`src/rtl/lz77_pkg.sv`:
```
// Shared field widths, token layout, packer state encoding and byte-packing helper
// for the LZ77 token packer.
package lz77_pkg;

  localparam int OFFSET_W = 4;
  localparam int LENGTH_W = 3;
  localparam int CHAR_W   = 8;
  localparam int TOKEN_W  = 1 + OFFSET_W + LENGTH_W + CHAR_W;

  typedef struct packed {
    logic                last;
    logic [OFFSET_W-1:0] offset;
    logic [LENGTH_W-1:0] length;
    logic [CHAR_W-1:0]   next_char;
  } token_t;

  localparam logic [1:0] IDLE  = 2'd0;
  localparam logic [1:0] BYTE0 = 2'd1;
  localparam logic [1:0] BYTE1 = 2'd2;
  localparam logic [1:0] DONE  = 2'd3;

  typedef enum logic [1:0] {
    ST_IDLE  = IDLE,
    ST_BYTE0 = BYTE0,
    ST_BYTE1 = BYTE1,
    ST_DONE  = DONE
  } state_e;

  function automatic logic [7:0] pack_byte0(input token_t t);
    return {t.last, t.offset, t.length};
  endfunction

endpackage

```
`src/rtl/lz77_token_fifo.sv`:
```
// Small token FIFO with occupancy count and a look-ahead view of the entry behind the head,
// so the packer can register the next byte0 on the same cycle it pops.
module lz77_token_fifo
  import lz77_pkg::*;
#(
  parameter int DEPTH = 4,
  parameter int WIDTH = TOKEN_W
) (
  input  logic                     clk,
  input  logic                     rst,
  input  logic                     flush,
  input  logic                     push,
  input  logic                     pop,
  input  logic [WIDTH-1:0]         din,
  output logic                     full,
  output logic                     empty,
  output logic [WIDTH-1:0]         head,
  output logic [WIDTH-1:0]         head_next,
  output logic [$clog2(DEPTH):0]   count
);

  localparam int PTR_W = $clog2(DEPTH);
  localparam int CNT_W = PTR_W + 1;
  localparam logic [CNT_W-1:0] CNT_FULL = CNT_W'(DEPTH);

  logic [WIDTH-1:0] mem_r [DEPTH];
  logic [PTR_W-1:0] wr_ptr_r;
  logic [PTR_W-1:0] rd_ptr_r;
  logic [PTR_W-1:0] rd_ptr_inc_s;
  logic [CNT_W-1:0] count_r;
  logic             push_ok_s;
  logic             pop_ok_s;

  // Qualify requests against current occupancy; a full FIFO refuses a push even during a pop.
  always_comb begin
    push_ok_s    = push && (count_r != CNT_FULL);
    pop_ok_s     = pop && (count_r != {CNT_W{1'b0}});
    rd_ptr_inc_s = rd_ptr_r + PTR_W'(1'b1);
  end

  // Storage, wrapping pointers and occupancy count.
  always_ff @(posedge clk or posedge rst) begin
    if (rst) begin
      for (int i = 0; i < DEPTH; i++) begin
        mem_r[i] <= {WIDTH{1'b0}};
      end
      wr_ptr_r <= {PTR_W{1'b0}};
      rd_ptr_r <= {PTR_W{1'b0}};
      count_r  <= {CNT_W{1'b0}};
    end else if (flush) begin
      wr_ptr_r <= {PTR_W{1'b0}};
      rd_ptr_r <= {PTR_W{1'b0}};
      count_r  <= {CNT_W{1'b0}};
    end else begin
      if (push_ok_s) begin
        mem_r[wr_ptr_r] <= din;
        wr_ptr_r        <= wr_ptr_r + PTR_W'(1'b1);
      end
      if (pop_ok_s) begin
        rd_ptr_r <= rd_ptr_inc_s;
      end
      case ({push_ok_s, pop_ok_s})
        2'b10:   count_r <= count_r + CNT_W'(1'b1);
        2'b01:   count_r <= count_r - CNT_W'(1'b1);
        default: count_r <= count_r;
      endcase
    end
  end

  assign full      = (count_r == CNT_FULL);
  assign empty     = (count_r == {CNT_W{1'b0}});
  assign head      = mem_r[rd_ptr_r];
  assign head_next = mem_r[rd_ptr_inc_s];
  assign count     = count_r;

endmodule

```
`src/rtl/lz77_token_packer.sv`:
```
// Packs LZ77 tokens into a two-byte stream: {last, offset, length} then the literal character.
// Field widths come from lz77_pkg; the parameters below must match those package values.
module lz77_token_packer #(
  parameter int OFFSET_W   = 4,
  parameter int LENGTH_W   = 3,
  parameter int CHAR_W     = 8,
  parameter int FIFO_DEPTH = 4
) (
  input  logic                clk,
  input  logic                rst,
  input  logic                start,
  input  logic                tok_valid,
  input  logic [OFFSET_W-1:0] tok_offset,
  input  logic [LENGTH_W-1:0] tok_length,
  input  logic [CHAR_W-1:0]   tok_char,
  input  logic                tok_last,
  output logic                tok_ready,
  output logic [7:0]          out_data,
  output logic                out_valid,
  input  logic                out_ready,
  output logic                done,
  output logic                tok_drop,
  output logic [15:0]         tok_count
);
  import lz77_pkg::*;

  localparam int CNT_W = $clog2(FIFO_DEPTH) + 1;
  localparam logic [CNT_W-1:0] CNT_ONE = CNT_W'(1'b1);

  state_e           state_r;
  state_e           state_nxt_s;
  logic [7:0]       out_data_r;
  logic [7:0]       data_nxt_s;
  logic             out_valid_r;
  logic             done_r;
  logic             tok_drop_r;
  logic [15:0]      tok_count_r;
  token_t           in_tok_s;
  token_t           head_tok_s;
  token_t           next_tok_s;
  logic [TOKEN_W-1:0] head_s;
  logic [TOKEN_W-1:0] head_next_s;
  logic             full_s;
  logic             empty_s;
  logic [CNT_W-1:0] count_s;
  logic             tok_ready_s;
  logic             push_s;
  logic             pop_s;
  logic             start_ok_s;

  // Handshake decode; tok_ready depends only on registered state, never on out_ready.
  always_comb begin
    in_tok_s    = '{last: tok_last, offset: tok_offset, length: tok_length, next_char: tok_char};
    head_tok_s  = token_t'(head_s);
    next_tok_s  = token_t'(head_next_s);
    tok_ready_s = !full_s && (state_r != ST_DONE);
    push_s      = tok_valid && tok_ready_s;
    pop_s       = (state_r == ST_BYTE1) && out_ready;
    start_ok_s  = start && (state_r == ST_DONE);
  end

  lz77_token_fifo #(
    .DEPTH (FIFO_DEPTH),
    .WIDTH (TOKEN_W)
  ) u_fifo (
    .clk       (clk),
    .rst       (rst),
    .flush     (start_ok_s),
    .push      (push_s),
    .pop       (pop_s),
    .din       (in_tok_s),
    .full      (full_s),
    .empty     (empty_s),
    .head      (head_s),
    .head_next (head_next_s),
    .count     (count_s)
  );

  // Next state and next output byte; out_data only changes on a state transition so it holds under backpressure.
  always_comb begin
    state_nxt_s = state_r;
    data_nxt_s  = out_data_r;
    case (state_r)
      ST_IDLE: begin
        if (!empty_s) begin
          state_nxt_s = ST_BYTE0;
          data_nxt_s  = pack_byte0(head_tok_s);
        end else begin
          state_nxt_s = ST_IDLE;
        end
      end
      ST_BYTE0: begin
        if (out_ready) begin
          state_nxt_s = ST_BYTE1;
          data_nxt_s  = head_tok_s.next_char;
        end else begin
          state_nxt_s = ST_BYTE0;
        end
      end
      ST_BYTE1: begin
        if (!out_ready) begin
          state_nxt_s = ST_BYTE1;
        end else if (head_tok_s.last) begin
          state_nxt_s = ST_DONE;
          data_nxt_s  = 8'h00;
        end else if (count_s > CNT_ONE) begin
          state_nxt_s = ST_BYTE0;
          data_nxt_s  = pack_byte0(next_tok_s);
        end else begin
          state_nxt_s = ST_IDLE;
          data_nxt_s  = 8'h00;
        end
      end
      ST_DONE: begin
        if (start) begin
          state_nxt_s = ST_IDLE;
        end else begin
          state_nxt_s = ST_DONE;
        end
      end
      default: begin
        state_nxt_s = ST_IDLE;
        data_nxt_s  = 8'h00;
      end
    endcase
  end

  // FSM, registered outputs and status counters.
  always_ff @(posedge clk or posedge rst) begin
    if (rst) begin
      state_r     <= ST_IDLE;
      out_data_r  <= 8'h00;
      out_valid_r <= 1'b0;
      done_r      <= 1'b0;
      tok_drop_r  <= 1'b0;
      tok_count_r <= 16'h0000;
    end else begin
      state_r     <= state_nxt_s;
      out_data_r  <= data_nxt_s;
      out_valid_r <= (state_nxt_s == ST_BYTE0) || (state_nxt_s == ST_BYTE1);
      done_r      <= (state_nxt_s == ST_DONE);
      if (start_ok_s) begin
        tok_drop_r <= 1'b0;
      end else if (tok_valid && !tok_ready_s) begin
        tok_drop_r <= 1'b1;
      end else begin
        tok_drop_r <= tok_drop_r;
      end
      if (start_ok_s) begin
        tok_count_r <= 16'h0000;
      end else if (pop_s) begin
        tok_count_r <= tok_count_r + 16'h0001;
      end else begin
        tok_count_r <= tok_count_r;
      end
    end
  end

  assign tok_ready = tok_ready_s;
  assign out_data  = out_data_r;
  assign out_valid = out_valid_r;
  assign done      = done_r;
  assign tok_drop  = tok_drop_r;
  assign tok_count = tok_count_r;

endmodule
```
`config.mk`:
```
export PLATFORM = sky130hd
export DESIGN_NAME = lz77_token_packer
export DESIGN_NICKNAME = d
export VERILOG_FILES = /design/src/rtl/lz77_pkg.sv /design/src/rtl/lz77_token_fifo.sv /design/src/rtl/lz77_token_packer.sv
export SDC_FILE = /design/constraint.sdc
export NUM_CORES = 1
export LEC_CHECK = 0
export ABC_AREA = 1
export CAP_MARGIN = 25
export CORE_UTILIZATION = 58
export CTS_CLUSTER_DIAMETER = 40
export CTS_CLUSTER_SIZE = 10
export DETAILED_ROUTE_END_ITERATION = 8
export MAX_ROUTING_LAYER = met4
export PLACE_DENSITY_LB_ADDON = 0.25
export SETUP_SLACK_MARGIN = 0.1
export SYNTH_ARGS = -nofsm -noshare
export SYNTH_HDL_FRONTEND = slang
export SYNTH_SLANG_ARGS = --single-unit
```
`constraint.sdc`:
```
create_clock -name clk -period 3.6 [get_ports clk]
set_clock_uncertainty 0.1 [all_clocks]
set_input_delay 0.36 -clock clk [delete_from_list [all_inputs] [get_ports clk]]
set_output_delay 0.36 -clock clk [all_outputs]
set_load 0.005 [all_outputs]
```
==> flow_summary.toml <==
[setup_path]
critPathLaunch = "u_fifo.rd_ptr_r[0]$_DFFE_PP0P_"
worst_ep_arrival_time_ns = 2.51
endpoint_kind = "register"
rr_startpoint = "u_fifo.rd_ptr_r[0]$_DFFE_PP0P_"
crit_path_max_fanout = 44
critPathLaunchType = "register"
critPathKind = "reg2reg"
cp.required_ns = 3.76

[timing]
max_freq_ghz = 0.426
slew_headroom_pct = 46.5
hold_viol = 0
worstMarginPinSlew_ns = 0.801
rsz0062_at_grt = "false"
setup_viol = 0
drv_slew = 0
finalSetupTns_ns = 0
min_period_ns = 2.35
post-route-period-util_pct = 65.3

[yosys]
synth_compound_area_share_pct = 5.65
synth_top_family_by_area = "simple AND/OR/NAND/NOR gates"
synthCells = 692
yosysWarnings = 0
synth_fa_ha_area_share_pct = 3.35
syn-num-nets = 728
ys.flop_type = "dfrtp_1"
ys_async_sr_fraction_pct = 100
ys_seq_elements = 100
postSynthAreaPerCell_um2 = 8.10
synthXorXnorAreaFrac_pct = 0.312
synth_mux_area_share_pct = 10.5
yosys.cell_types.count = 29
ys_seq_area_share_pct = 44.6
synthSimpleGateAreaFrac_pct = 27.6
syn_area_um2 = 5610
synth_edf_count = 0

[die]
core_um2 = 9280
die-area_um2 = 10100
die_w_um = 100
die_h_um = 100
pin_count = 49
num_rows = 35
initial_core_util_pct = 60.4

[power]
p_per_area_nw_per_um2 = 861
finalPower_uw = 5450
vdd_ir_drop_max_mv = 0.350
static-leakage-power_uw = 0.00321

[placement]
hpwlAfterDp_mm = 8.20
port_buffers = 48
gp_congestion = 0.853

[route]
vias_per_cell = 5.35
first_pass_iters = 6
post_drt_wl_per_cell_um = 14.4
first_iter_violations = 327
totalWireLength_mm = 12.4
final_antenna_net_count = 0
vias = 4625
drc_errors = 0

[layout]
regArea_um2 = 2500
area_growth_syn_to_layout_pct = 13.0
fill_cells = 763
multi_input_area_um2 = 2660
n_antenna_cell = 0
drive_above_1_share_pct = 10.3
final_nets = 767

[clock_tree]
cts_tree = "done"
clk_path_buf_depth = 2
cts_root_buf = "clkbuf_8"
clock_latency_ns = 0.38
post_cts_buffers = 0
cts_buffers = 9
h-tree-depth = 3
cts_sinks = 100
clkTransAtPathRegs_ns = 0.11
postCtsHoldBufs = 0
cts-resized-gates = 0

[global_routing]
grt_overflow = 0
antenna_found_initial = 0
grt_max_degree = 52
grt_usage_pct = 27.7
grt_pass1_vias = 4510
grt_pass1_wl_mm = 21.3

[flow_run]
drv_cap = 0

[min_path]
hold_class = "in2async"

[status]
outcome = "completed"
## cell usage in the layout (no fill, tap or decap), drive strengths merged
cell and n:
buf 4, o21ai 33, nand4 3, o211ai 7
clkdlybuf4s50 48, xnor2 2, ha 15, nor2 26
a31oi 1, nand2 263, a21oi 13, mux2 43
nand3 67, nand3b 2, nor3 6, clkinv 3
a22oi 1, o22ai 2, clkbuf 9, o21a 1
inv 87, dfrtp 100
## power by group
| group | switching, uW | internal [uW] |
|---|---|---|
| registers | 333 | 1640 |
| clock network | 421 | 263 |
| logic | 1590 | 1200 |
## metal layers
metal / GRT usage, % / vias to the layer above / part of all wire, %
li1: - / 2261 / -
met1: 36.9 / 2194 / 45
met2: 43.4 / 156 / 48
met3: 5.57 / 14 / 6.0
met4: 7.69 / 0 / 0.99
met5: - / - / 0
## worst paths after layout
kind                                                end  depth (start not counted)  slack (ns)
max                                 out_valid$_DFF_PP0_                          8        1.25
min                        u_fifo.mem_r[37]$_DFFE_PP0P_                          2        0.31
max reg2reg                         out_valid$_DFF_PP0_                          8        1.25
min reg2reg                     out_data[5]$_DFFE_PP0P_                          2        0.39
max in group asynchronous  u_fifo.mem_r[60]$_DFFE_PP0P_                          3        2.40
min in group clk                out_data[5]$_DFFE_PP0P_                          2        0.39
## state kept, by name, summed over array words and instances (netlist names), 2 cells and up
| register | count |
|---|---|
| u_fifo.wr_ptr_r | 2 |
| state_r | 2 |
| u_fifo.count | 3 |
| out_data | 8 |
| tok_count | 16 |
| u_fifo.rd_ptr_r | 2 |
| u_fifo.mem_r | 64 |
## Yosys cell counts, types with 5 or more instances
master	instances	area, um2
nand2_1	261	980
dfrtp_1	100	2500
inv_1	79	297
nand3_1	66	330
o21ai_0	33	165
mux2_4	28	420
nor2_1	22	82.6
ha_1	15	188
mux2_2	15	169
a21oi_1	13	65.1
buf_2	13	65.1
o211ai_1	7	52.6
clkbuf_1	6	22.5
nor3_1	5	25.0
## worst max-delay path: stages (launching register included)
cell,delay [ns]
dfrtp_1,0.40
inv_2,0.59
nand2_1,0.10
nand3_1,0.12
nand2_1,0.27
nand2_1,0.13
nand2_1,0.05
a22oi_1,0.19
ha_1,0.27
## logic make-up (layout without fill, tap and decap cells)
logic type | after synthesis | in the layout
AO/OA/AOI/OAI | 58 | 58
XOR/XNOR | 2 | 2
adder cells (fa/ha/maj) | 15 | 15
buffers and inverters | 107 | 151
flip-flops | 100 | 100
multiplexers | 43 | 43
AND/OR/NAND/NOR | 367 | 367
## through the flow
stage	std cells	utilization, %	hold WS (ns)	setup slack (ns)	instance area, um2
2_1_floorplan	692	-	0.372	0.521	5610
3_3_place_gp	849	66.3	0.363	1.31	6160
3_5_place_dp	849	66.3	0.366	1.29	6160
4_1_cts	865	68.3	0.340	1.28	6340
5_1_grt	865	68.3	0.381	1.09	6340
6_report	865	68.3	0.305	1.25	6340
## layout make-up
class | count | share of cell area, %
clock buffer | 9 | 1.95
clock inverter | 7 | 0.888
sequential | 100 | 39.5
inverter | 83 | 4.96
multi-input combinational | 485 | 41.9
tap | 129 | 2.55
timing repair buffer | 52 | 8.25
No activity file was read; power rests on OpenSTA's default activity.
